[src/rtl/spi_slave_ctrl.sv]
// SPI slave controller: oversamples SPI pins in the iclk domain, deserialises MOSI into an
// RX FIFO write port and serialises TX FIFO bytes onto MISO through a one-entry prefetch.
module spi_slave_ctrl #(
  parameter int unsigned DATA_WIDTH  = 8,
  parameter int unsigned SYNC_STAGES = 2
) (
  input  logic                  iclk,
  input  logic                  irst,
  input  logic                  icontrol_cpol,
  input  logic                  icontrol_cpha,
  input  logic                  icontrol_lsb,
  input  logic                  iclear_flags,
  input  logic                  itx_valid,
  output logic                  otx_req,
  input  logic [DATA_WIDTH-1:0] itx_data,
  input  logic                  itx_resp,
  output logic                  otx_ack,
  output logic                  orx_req,
  output logic [DATA_WIDTH-1:0] orx_data,
  input  logic                  irx_ack,
  input  logic                  spi_clk,
  input  logic                  spi_cs_n,
  input  logic                  spi_mosi,
  output logic                  spi_miso,
  output logic                  spi_miso_oe,
  output logic                  obusy,
  output logic                  ooverrun,
  output logic                  ounderrun
);

  localparam int unsigned CntW = $clog2(DATA_WIDTH + 1);

  typedef enum logic [1:0] {StateIdle, StateLoad, StateShift, StatePush} state_e;

  logic [SYNC_STAGES-1:0] sclk_sync_q, cs_sync_q, mosi_sync_q;
  logic                   sclk_dly_q, cs_dly_q;
  logic [SYNC_STAGES:0]   flush_q;

  // Edges are ignored until the synchroniser has been refilled from the pins after reset
  always_ff @(posedge iclk) begin
    if (irst) begin
      sclk_sync_q <= '0;
      cs_sync_q   <= '1;
      mosi_sync_q <= '0;
      sclk_dly_q  <= 1'b0;
      cs_dly_q    <= 1'b1;
      flush_q     <= '0;
    end else begin
      sclk_sync_q <= {sclk_sync_q[SYNC_STAGES-2:0], spi_clk};
      cs_sync_q   <= {cs_sync_q[SYNC_STAGES-2:0], spi_cs_n};
      mosi_sync_q <= {mosi_sync_q[SYNC_STAGES-2:0], spi_mosi};
      sclk_dly_q  <= sclk_sync_q[SYNC_STAGES-1];
      cs_dly_q    <= cs_sync_q[SYNC_STAGES-1];
      flush_q     <= {flush_q[SYNC_STAGES-1:0], 1'b1};
    end
  end

  logic sclk_s, cs_s, mosi_s, armed;
  logic sclk_rise, sclk_fall, cs_fall, cs_rise;
  logic lead_edge, trail_edge, sample_edge, shift_edge;
  logic cpol_q, cpha_q, lsb_q;

  assign sclk_s      = sclk_sync_q[SYNC_STAGES-1];
  assign cs_s        = cs_sync_q[SYNC_STAGES-1];
  assign mosi_s      = mosi_sync_q[SYNC_STAGES-1];
  assign armed       = flush_q[SYNC_STAGES];
  assign sclk_rise   = armed & sclk_s & ~sclk_dly_q;
  assign sclk_fall   = armed & ~sclk_s & sclk_dly_q;
  assign cs_fall     = armed & ~cs_s & cs_dly_q;
  assign cs_rise     = armed & cs_s & ~cs_dly_q;
  assign lead_edge   = cpol_q ? sclk_fall : sclk_rise;
  assign trail_edge  = cpol_q ? sclk_rise : sclk_fall;
  assign sample_edge = cpha_q ? trail_edge : lead_edge;
  assign shift_edge  = cpha_q ? lead_edge : trail_edge;

  state_e                state_q, state_d;
  logic                  cpol_d, cpha_d, lsb_d;
  logic [DATA_WIDTH-1:0] tx_sh_q, tx_sh_d, rx_sh_q, rx_sh_d, load_word;
  logic [CntW-1:0]       cnt_q, cnt_d;
  logic                  miso_q, miso_d, oe_q, oe_d, busy_q, busy_d;
  logic                  orx_req_q, orx_req_d, ovr_q, ovr_d, und_q, und_d;
  logic [DATA_WIDTH-1:0] orx_data_q, orx_data_d, hold_q, hold_d;
  logic                  hold_valid_q, hold_valid_d, hold_take;
  logic                  otx_req_q, otx_req_d, otx_ack_q, otx_ack_d;

  always_ff @(posedge iclk) begin
    if (irst) begin
      state_q      <= StateIdle;
      cpol_q       <= 1'b0;
      cpha_q       <= 1'b0;
      lsb_q        <= 1'b0;
      tx_sh_q      <= '0;
      rx_sh_q      <= '0;
      cnt_q        <= '0;
      miso_q       <= 1'b0;
      oe_q         <= 1'b0;
      busy_q       <= 1'b0;
      orx_req_q    <= 1'b0;
      orx_data_q   <= '0;
      ovr_q        <= 1'b0;
      und_q        <= 1'b0;
      hold_q       <= '0;
      hold_valid_q <= 1'b0;
      otx_req_q    <= 1'b0;
      otx_ack_q    <= 1'b0;
    end else begin
      state_q      <= state_d;
      cpol_q       <= cpol_d;
      cpha_q       <= cpha_d;
      lsb_q        <= lsb_d;
      tx_sh_q      <= tx_sh_d;
      rx_sh_q      <= rx_sh_d;
      cnt_q        <= cnt_d;
      miso_q       <= miso_d;
      oe_q         <= oe_d;
      busy_q       <= busy_d;
      orx_req_q    <= orx_req_d;
      orx_data_q   <= orx_data_d;
      ovr_q        <= ovr_d;
      und_q        <= und_d;
      hold_q       <= hold_d;
      hold_valid_q <= hold_valid_d;
      otx_req_q    <= otx_req_d;
      otx_ack_q    <= otx_ack_d;
    end
  end

  // SPI frame FSM; orx_req clearing and flag clearing run regardless of state
  always_comb begin
    state_d    = state_q;
    cpol_d     = cpol_q;
    cpha_d     = cpha_q;
    lsb_d      = lsb_q;
    tx_sh_d    = tx_sh_q;
    rx_sh_d    = rx_sh_q;
    cnt_d      = cnt_q;
    miso_d     = miso_q;
    oe_d       = oe_q;
    busy_d     = ~cs_s;
    orx_req_d  = orx_req_q & ~irx_ack;
    orx_data_d = orx_data_q;
    ovr_d      = ovr_q & ~iclear_flags;
    und_d      = und_q & ~iclear_flags;
    hold_take  = 1'b0;
    load_word  = hold_valid_q ? hold_q : '0;
    case (state_q)
      StateIdle: begin
        oe_d = 1'b0;
        if (cs_fall) begin
          cpol_d  = icontrol_cpol;
          cpha_d  = icontrol_cpha;
          lsb_d   = icontrol_lsb;
          state_d = StateLoad;
        end
      end
      StateLoad: begin
        hold_take = hold_valid_q;
        if (!hold_valid_q) und_d = 1'b1;
        cnt_d   = '0;
        oe_d    = 1'b1;
        tx_sh_d = load_word;
        if (!cpha_q) begin
          miso_d  = lsb_q ? load_word[0] : load_word[DATA_WIDTH-1];
          tx_sh_d = lsb_q ? (load_word >> 1) : (load_word << 1);
        end
        state_d = StateShift;
      end
      StateShift: begin
        if (sample_edge) begin
          rx_sh_d = lsb_q ? {mosi_s, rx_sh_q[DATA_WIDTH-1:1]}
                          : {rx_sh_q[DATA_WIDTH-2:0], mosi_s};
          cnt_d   = cnt_q + CntW'(1);
          if (cnt_q == CntW'(DATA_WIDTH - 1)) state_d = StatePush;
        end
        // With cpha=0 the first bit went out at load, so the trailing edge that closes
        // the previous frame must not advance the new one
        if (shift_edge && (cpha_q || cnt_q != '0)) begin
          miso_d  = lsb_q ? tx_sh_q[0] : tx_sh_q[DATA_WIDTH-1];
          tx_sh_d = lsb_q ? (tx_sh_q >> 1) : (tx_sh_q << 1);
        end
      end
      StatePush: begin
        if (!orx_req_q) begin
          orx_data_d = rx_sh_q;
          orx_req_d  = 1'b1;
        end else begin
          ovr_d = 1'b1;
        end
        state_d = StateLoad;
      end
      default: state_d = StateIdle;
    endcase
    if (cs_rise) begin
      state_d = StateIdle;
      oe_d    = 1'b0;
    end
  end

  // TX prefetch into the one-entry hold register
  always_comb begin
    hold_d       = hold_q;
    hold_valid_d = hold_valid_q & ~hold_take;
    otx_req_d    = otx_req_q;
    otx_ack_d    = 1'b0;
    if (itx_resp) begin
      hold_d       = itx_data;
      hold_valid_d = 1'b1;
      otx_req_d    = 1'b0;
      otx_ack_d    = 1'b1;
    end else if (!hold_valid_q && itx_valid) begin
      otx_req_d = 1'b1;
    end
  end

  assign otx_req     = otx_req_q;
  assign otx_ack     = otx_ack_q;
  assign orx_req     = orx_req_q;
  assign orx_data    = orx_data_q;
  assign spi_miso    = miso_q;
  assign spi_miso_oe = oe_q;
  assign obusy       = busy_q;
  assign ooverrun    = ovr_q;
  assign ounderrun   = und_q;

endmodule

[config.mk]
export PLATFORM = sky130hd
export DESIGN_NAME = spi_slave_ctrl
export DESIGN_NICKNAME = d
export VERILOG_FILES = /design/src/rtl/spi_slave_ctrl.sv
export SDC_FILE = /design/constraint.sdc
export NUM_CORES = 1
export LEC_CHECK = 0
export CORE_MARGIN = 2
export CORE_UTILIZATION = 57
export CTS_BUF_LIST = sky130_fd_sc_hd__clkbuf_8
export DETAILED_ROUTE_END_ITERATION = 8
export PLACE_DENSITY = 0.91
export SLEW_MARGIN = 10
export SYNTH_ARGS = -nofsm -noshare
export SYNTH_HDL_FRONTEND = slang
export SYNTH_SLANG_ARGS = --single-unit
[constraint.sdc]
create_clock -name iclk -period 2.5 [get_ports iclk]
set_input_delay 0.25 -clock iclk [delete_from_list [all_inputs] [get_ports iclk]]
set_output_delay 0.25 -clock iclk [all_outputs]
set_load 0.01 [all_outputs]
==> metrics, run 1 <==
CTS Hold Bufs=0; Final nets=366; TritonCTS Buffers=9; Starting Density=0.5953; # Max-Cap Violations=0; number of port buffers=35; VDD IR max=364.7 µV; IO Count=36; worst endpoint data arrival time=2400 ps; register area share after synthesis=0.4286; Syn Nets=338; CTS H-Tree Depth=3; max-slew violations=0; Setup WS pre-CTS=378.3 ps; Non-Filler Instances=412; worst hold slack=368.8 ps; CTS root buf=clkbuf_8; Post-Route WL=6.179 mm; Leakage=1.187 nW; Final setup violation count=0; PostCTS Resize Cnt=0; clk sink count=61; Via Count=2,335; CP Launch Type=flop; Clock Tree Buf Depth=2; Core Area=0.004786 mm²; number of remaining DRC errors=0; Async SR Flop Fraction=0; placed insts=396; antenna-violating nets left=0; vias per cell=5.667; die area=0.005580 mm²; worst slew pin tran=587.0 ps; die height=74.70 µm; top_reg_cell synth=dfxtp_1; Syn Inst Count=312; CP Data Required Time=2710 ps; YS warnings=0; number of synthesized flops with an enable pin=0; Final Hold Viols=0; Syn-to-layout area delta=19.81%; worst min-delay path class=in2reg; Final Power=2.298 mW; vias in the first global route=2,167; Post-DP HPWL=4.183 mm; Skew-Pair Late Insertion Delay=350 ps; ant diodes=0; outcome=finished clean; setup ws final=306.2 ps; DR WL/cell=15.00 µm; clk slew on worst S/H paths=70 ps; Initial DRC Count=185; RSZ-0062 raised after global routing=no; Total GRT Usage=0.2436; Fmax=455.8 MHz; synthesized area=0.002849 mm²; Die Span X=74.70 µm; post-CTS setup buffers=0; routability cong.=0.8965; Final Critical Period=2194 ps; row count=25; Cell Pwr Density=673.3 mW/mm²; Slew HR=0.6082; Yosys cell types=44; Worst setup EP type=flop; Synth Register Bits=61; crit path max fanout=11; CTS tree=yes; Setup CP Type=reg2reg; Sum Neg Setup Slack=0 ps; period utilization=0.8775; first-pass GRT wire length=10.17 mm; ratio of cells with drive above 1 in the final layout=0.1362; antenna violations before repair=0; Layout Skew=11.82 ps; Mean Syn Cell Area=9.131 µm²; total gr overflow=0; largest net degree at the start of global routing=32; 1st-pass router iterations=4
[path summary, 6_finish.rpt]
kind                      startpoint                   endpoint  slack [ps]  cells past startpoint
max          state_q[0]$_SDFFE_PP0P_    tx_sh_q[0]$_SDFFE_PP0P_         310                      6
min                             irst  mosi_sync_q[0]$_SDFF_PP0_         370                      2
max reg2reg  state_q[0]$_SDFFE_PP0P_    tx_sh_q[0]$_SDFFE_PP0P_         310                      6
min reg2reg  cs_sync_q[0]$_SDFF_PP1_    cs_sync_q[1]$_SDFF_PP1_         420                      1
[area by class of cell]
cell class	count	area (µm²)
clock buffers	9	123.9
clock inverters	7	73.82
fillers	362	1373
inverters	14	52.55
multi-input cells	214	1475
flip-flops and latches	61	1221
well taps	67	83.83
repair buffers	40	382.9
[sequential cells by signal (all words and copies together) (netlist names), 2 cells and up]
| name | count |
|---|---|
| mosi_sync_q | 2 |
| hold_q | 8 |
| flush_q | 3 |
| orx_data | 8 |
| cs_sync_q | 2 |
| sclk_sync_q | 2 |
| rx_sh_q | 8 |
| tx_sh_q | 8 |
| cnt_q | 4 |
| state_q | 2 |
[layer usage]
| metal | vias to the layer above | routed length, µm | GRT usage |
|---|---|---|---|
| li1 | 1162 | - | - |
| met1 | 1077 | 2836 | 0.3081 |
| met2 | 78 | 2851 | 0.3854 |
| met3 | 18 | 332 | 0.06158 |
| met4 | 0 | 158 | 0.1270 |
| met5 | - | 0 | 0 |
[cell usage in the layout (no fill, tap or decap), types with 2 or more instances in the layout]
cell,count
clkinv_2,2
inv_6,2
a31oi_1,3
clkdlybuf4s50_1,34
nor2_1,19
o21ai_0,4
a211oi_1,9
a21oi_1,32
inv_1,14
mux2_2,14
dfxtp_1,61
buf_4,5
a311oi_1,8
nand2_1,34
nand3_1,5
nor2b_1,11
a22oi_1,2
nand2b_1,4
and3b_2,2
mux2i_1,27
a32oi_1,2
nand3b_1,2
or2_2,3
nor4_1,8
clkbuf_8,9
ha_1,6
[synth_stat cells, drive strengths merged (2+ instances only)]
library cell  count  area share
a211oi           10       0.028
a21oi            33       0.059
a22oi             2      0.0053
a311oi            8       0.025
a31oi             3      0.0066
a32oi             2      0.0061
and3b             3       0.010
buf              12       0.021
clkbuf           11       0.014
dfxtp            61        0.43
ha                6       0.026
inv              14       0.018
mux2             14       0.055
mux2i            27       0.095
nand2            34       0.045
nand2b            4      0.0088
nand3             5      0.0088
nand3b            2      0.0053
nor2             19       0.025
nor2b            11       0.024
nor4              8       0.018
o21ai             4      0.0070
or2               3      0.0066
or3b              2      0.0070
[metrics by stage]
stage | util | instance area (µm²)
after floorplan | - | 2849
after global placement | 0.6719 | 3216
after detailed placement | 0.6719 | 3216
after CTS | 0.7132 | 3413
after global routing | 0.7132 | 3413
final | 0.7132 | 3413
[worst max-delay path, cell delays in order, from the launching register on]
cell	delay, ps
dfxtp_1	340
inv_1	90
ha_1	290
inv_1	230
a2111oi_4	600
or3_1	370
a211oi_1	140
[report_power, final]
group / switching [mW] / leakage (nW) / total (mW) / internal, mW
Clock: 0.407 / 0.100 / 0.872 / 0.464
Sequential: 0.0541 / 0.497 / 1.09 / 1.03
Combinational: 0.180 / 0.590 / 0.338 / 0.158
[cells by family (layout without fill, tap and decap cells)]
group,after synthesis,count (layout),synth area share
AOI/OAI and AO/OA,69,69,0.1638
buffers and inverters,37,70,0.05358
adders and majority gates,6,6,0.02635
xor gates and xnor gates,1,1,0.003075
and+or+nand+nor,97,97,0.1744
muxes,41,41,0.1502
DFF,61,61,0.4286
Power figures use the tool's default switching activity.
==> inputs of run 2 (changes only) <==
PLACE_DENSITY = 0.78   (was 0.91)
==> metrics, run 2 (same netlist as run 1, synthesis figures left out) <==
clk slew on worst S/H paths=70 ps (about the same); largest net degree at the start of global routing=35 (+9.4%); worst slew pin tran=652.1 ps (+65.16 ps); Sum Neg Setup Slack=0 ps (unchanged); IO Count=36 (unchanged); CP Launch Type=flop; Slew HR=0.5644 (-0.04380); Non-Filler Instances=413 (+0.24%); worst hold slack=419.0 ps (+50.25 ps); routability cong.=0.8152 (-9.1%); Clock Tree Buf Depth=2 (unchanged); Post-Route WL=6.029 mm (-2.4%); Layout Skew=9.312 ps (-2.510 ps); worst endpoint data arrival time=2300 ps (-100 ps); number of port buffers=35 (unchanged); 1st-pass router iterations=4 (unchanged); Final setup violation count=0 (unchanged); CP Data Required Time=2750 ps (+40 ps); DR WL/cell=14.60 µm (-2.7%); placed insts=397 (+0.25%); Starting Density=0.5953 (unchanged); Die Span X=74.70 µm (unchanged); Leakage=1.217 nW (+2.5%); ratio of cells with drive above 1 in the final layout=0.1387 (+0.002496); clk sink count=61 (unchanged); Cell Pwr Density=711.6 mW/mm² (+5.7%); antenna violations before repair=0 (unchanged); ant diodes=0 (unchanged); vias per cell=5.533 (-2.4%); Final Hold Viols=0 (unchanged); die height=74.70 µm (unchanged); max-slew violations=0 (unchanged); post-CTS setup buffers=0 (unchanged); outcome=finished clean; Via Count=2,285 (-2.1%); TritonCTS Buffers=9 (unchanged); row count=25 (unchanged); Syn-to-layout area delta=21.70%; Fmax=487.9 MHz (+7.0%); commonest non-fill, non-tap cells in the layout=61 x dfxtp_1, 34 x nand2_1, 34 x clkdlybuf4s50_1, 32 x a21oi_1, 27 x mux2i_1; total gr overflow=0 (unchanged); Skew-Pair Late Insertion Delay=340 ps (about the same); Worst setup EP type=flop; number of remaining DRC errors=0 (unchanged); crit path max fanout=16 (+5); worst min-delay path class=in2reg; FILL cells=396 (+9.4%); vias in the first global route=2,080 (-4.0%); antenna-violating nets left=0 (unchanged); period utilization=0.8198 (-0.05776); CTS root buf=clkbuf_8; Post-DP HPWL=4.114 mm (-1.7%); Initial DRC Count=131 (-29%); first-pass GRT wire length=9.708 mm (-4.5%); RSZ-0062 raised after global routing=no; PostCTS Resize Cnt=0 (unchanged); Final Critical Period=2049 ps (-144.4 ps); Total GRT Usage=0.2303 (-0.01333); Core Area=0.004786 mm² (unchanged); Setup CP Type=reg2reg; Final nets=367 (+0.27%); CTS tree=yes; CTS Hold Bufs=0 (unchanged); CTS H-Tree Depth=3 (unchanged); most common cell after layout, fill and taps aside=dfxtp_1; # Max-Cap Violations=0 (unchanged); die area=0.005580 mm² (unchanged); VDD IR max=564.9 µV (+55%)
==> run 2: where the power goes <==
part	internal, mW	total (mW)	switching (mW)	leakage [nW]
clock	0.669	1.04	0.374	0.126
combinational	0.159	0.335	0.176	0.594
sequential	1.03	1.09	0.0551	0.497
==> run 2: final cells by class <==
class	count	area, µm²	area share
Multi-Input combinational cell	214	1475	0.4255
Sequential cell	61	1221	0.3522
Timing Repair Buffer	41	390.4	0.1126
Clock buffer	13	178.9	0.05161
Tap cell	67	83.83	0.02418
Clock inverter	3	65.06	0.01877
Inverter	14	52.55	0.01516
==> run 2: metal layers <==
metal / routed length (µm) / global-route usage / up-vias / part of all wire
li1: - / - / 1167 / -
met1: 2950 / 0.3019 / 1059 / 0.49
met2: 2766 / 0.3736 / 49 / 0.46
met3: 221 / 0.04016 / 10 / 0.037
met4: 91 / 0.1032 / 0 / 0.015
met5: 0 / 0 / - / 0
==> run 2: metrics by stage <==
step / total power, mW / area [µm²] / setup WS, ps / util
finish: 2.467 / 3467 / 450.6 / 0.7244
floorplan: 1.333 / 2849 / 749.7 / -
detailed placement: 1.441 / 3223 / 511.6 / 0.6735
global route: 2.555 / 3467 / 282.2 / 0.7244
CTS: 2.474 / 3467 / 452.1 / 0.7244
global placement: 1.430 / 3223 / 574.4 / 0.6735
==> run 2: final timing paths <==
check / from / to / slack (ps) / depth (start not counted)
worst max-delay path: cpha_q$_SDFFE_PP0P_ / tx_sh_q[2]$_SDFFE_PP0P_ / 450 / 5
worst min-delay path: irst / hold_q[3]$_SDFFE_PP0P_ / 420 / 2
worst max register to register: cpha_q$_SDFFE_PP0P_ / tx_sh_q[2]$_SDFFE_PP0P_ / 450 / 5
worst min register to register: cs_sync_q[0]$_SDFF_PP1_ / cs_sync_q[1]$_SDFF_PP1_ / 420 / 1
==> run 2: worst max-delay path, cell delays in order, from the launching register on <==
cell and delay, ps:
dfxtp_1 710, nand2b_1 260, a2111oi_4 60, buf_4 170
or3_1 520, a211oi_1 240
==> inputs of run 3 (changes only) <==
CORE_UTILIZATION = 52   (was 57)
PLACE_DENSITY = 0.75   (was 0.78)
clock period = 1.8 ns   (was 2.5 ns; I/O delays follow)
==> metrics, run 3 (same netlist as run 1, synthesis figures left out) <==
outcome=finished clean; worst reg2reg startpoint=cpol_q$_SDFFE_PP0P_; clk sink count=61 (unchanged); period utilization=0.9358 (+0.1161); Hold Path Depth=2 (unchanged); Total GRT Usage=0.2155 (-0.01480); vias per cell=5.562 (+0.54%); setup ws final=115.5 ps (-335.1 ps); CP Launch Type=flop; Initial DRC Count=141 (+7.6%); Core Area=0.005205 mm² (+8.8%); antenna violations before repair=0 (unchanged); Worst setup EP type=flop; Post-DP HPWL=4.245 mm (+3.2%); post-CTS setup buffers=0 (unchanged); worst min-delay path class=in2reg; Clock power frac=0.427 (+0.005); Final Power=3.511 mW (+42%); first-pass GRT wire length=10.37 mm (+6.8%); combinational share of power=0.143 (+0.007); Via Count=2,364 (+3.5%); Net Sw Frac=0.2556 (+0.01067); # Max-Cap Violations=0 (unchanged); CTS tree=yes; Layout Skew=7.452 ps (-1.861 ps); worst reg2reg setup slack=120 ps (-340 ps); crit path max fanout=20 (+4); antenna-violating nets left=0 (unchanged); die height=78.02 µm (+4.4%); Cell Pwr Density=984.9 mW/mm² (+38%); Slew HR=0.6229 (+0.05855); Die Span X=78.02 µm (+4.4%); commonest non-fill, non-tap cells in the layout=59 x dfxtp_1, 34 x nand2_1, 34 x clkdlybuf4s50_1, 32 x a21oi_1, 27 x mux2i_1; VDD IR max=539.9 µV (-4.4%); Final Critical Period=1685 ps (-364.9 ps); Skew-Pair Late Insertion Delay=340 ps (about the same); Final nets=376 (+2.5%); Post-Route WL=6.110 mm (+1.3%); row count=26 (+4.0%); sequential power share=0.430 (-0.012); RSZ-0062 raised after global routing=no; CTS root buf=clkbuf_8; Internal=2.614 mW (+40%); 1st-pass router iterations=4 (unchanged); Fmax=593.6 MHz (+22%); number of remaining DRC errors=0 (unchanged); CTS Hold Bufs=0 (unchanged); end of the worst register-to-register path=cnt_q[2]$_SDFFE_PP0P_; post-route cell area=0.003565 mm² (+2.8%); Sum Neg Setup Slack=0 ps (unchanged); CTS H-Tree Depth=3 (unchanged); critical hold path startpoint=irst; largest net degree at the start of global routing=42 (+20%); Final Hold Viols=0 (unchanged); worst endpoint data arrival time=1950 ps (-350 ps); Clock Tree Buf Depth=2 (unchanged); number of port buffers=35 (unchanged); Hold Crit Endpoint=hold_q[7]$_SDFFE_PP0P_; FILL cells=441 (+11%); die area=0.006087 mm² (+9.1%); vias in the first global route=2,237 (+7.5%); Sw Pwr=0.8973 mW (+49%); Leakage=1.262 nW (+3.7%); worst hold slack=212.8 ps (-206.2 ps); worst-case reg-to-reg path depth=5 (unchanged); max-slew violations=0 (unchanged); most common cell after layout, fill and taps aside=dfxtp_1; IO Count=36 (unchanged); placed cell areas=0.003307 mm² (+2.6%); Starting Density=0.5474 (-0.04794); worst slew pin tran=563.9 ps (-88.26 ps); ant diodes=0 (unchanged); Crit. Startpoint=cpol_q$_SDFFE_PP0P_; total gr overflow=0 (unchanged); CP Data Required Time=2070 ps (-680 ps); routability cong.=0.7910 (-3.0%); Setup WS pre-CTS=49.74 ps (-461.8 ps); TritonCTS Buffers=9 (unchanged); Syn-to-layout area delta=25.12%; Final setup violation count=0 (unchanged); ratio of cells with drive above 1 in the final layout=0.1718 (+0.03310); DR WL/cell=14.38 µm (-1.5%); clk slew on worst S/H paths=70 ps (about the same); Setup CP Type=reg2reg
==> run 3: changes by cell type in the layout (fill, tap and decap cells not counted), moves of 2 or more <==
| cell | change |
|---|---|
| buf_4 | +8 |
| clkbuf_8 | -4 |
| dfxtp_2 | +2 |
| dfxtp_1 | -2 |
| clkinv_4 | +3 |
==> run 3: worst max-delay path, stage by stage (launching register included) <==
cell and delay, ps:
dfxtp_1 310, buf_4 150, xnor2_1 260, mux2_2 530, a21o_1 230, a31oi_1 140
==> run 3: worst max-delay path by stage <==
stage	endpoint	slack (ps)	cells past startpoint
after floorplan	tx_sh_q[4]$_SDFFE_PP0P_	50	5
after global placement	tx_sh_q[0]$_SDFFE_PP0P_	120	4
after detailed placement	tx_sh_q[2]$_SDFFE_PP0P_	50	4
after CTS	tx_sh_q[4]$_SDFFE_PP0P_	40	4
after global routing	tx_sh_q[3]$_SDFFE_PP0P_	30	5
final	cnt_q[2]$_SDFFE_PP0P_	120	5
==> run 3: final cells by class <==
class                   instances  area [µm²]  area share
clock inverters                 7       123.9     0.03475
clock buffers                   9       123.9     0.03475
inverters                      14       52.55     0.01474
multi-input cells             214        1483      0.4159
well taps                      70       87.58     0.02457
flip-flops and latches         61        1224      0.3433
repair buffers                 50       470.5      0.1320
==> run 3: power groups by stage <==
stage | Sequential [mW] | Clock (mW) | Combinational, mW
3_5_place_dp | 1.54 | 0 | 0.489
5_1_grt | 1.52 | 1.58 | 0.557
6_report | 1.51 | 1.50 | 0.501
3_3_place_gp | 1.53 | 0 | 0.475
4_1_cts | 1.51 | 1.52 | 0.491
2_1_floorplan | 1.52 | 0 | 0.334
==> run 3: what timing repair did <==
action	CTS	global route
endpoints found under the setup margin	0	12
resized for setup	0	5
hold endpoints to repair	0	0
==> run 3: metrics by stage <==
step | util | instances
final | 0.6849 | 425
after global routing | 0.6849 | 425
after CTS | 0.6829 | 425
after detailed placement | 0.6353 | 409
after global placement | 0.6353 | 409
after floorplan | - | 312
==> run 3: layer usage <==
| metal | vias up | part of all wire | GRT usage |
|---|---|---|---|
| met5 | - | 0 | 0 |
| met4 | 0 | 0.022 | 0.1053 |
| met3 | 16 | 0.036 | 0.04253 |
| met2 | 51 | 0.45 | 0.3371 |
| met1 | 1109 | 0.49 | 0.2856 |
| li1 | 1188 | - | - |
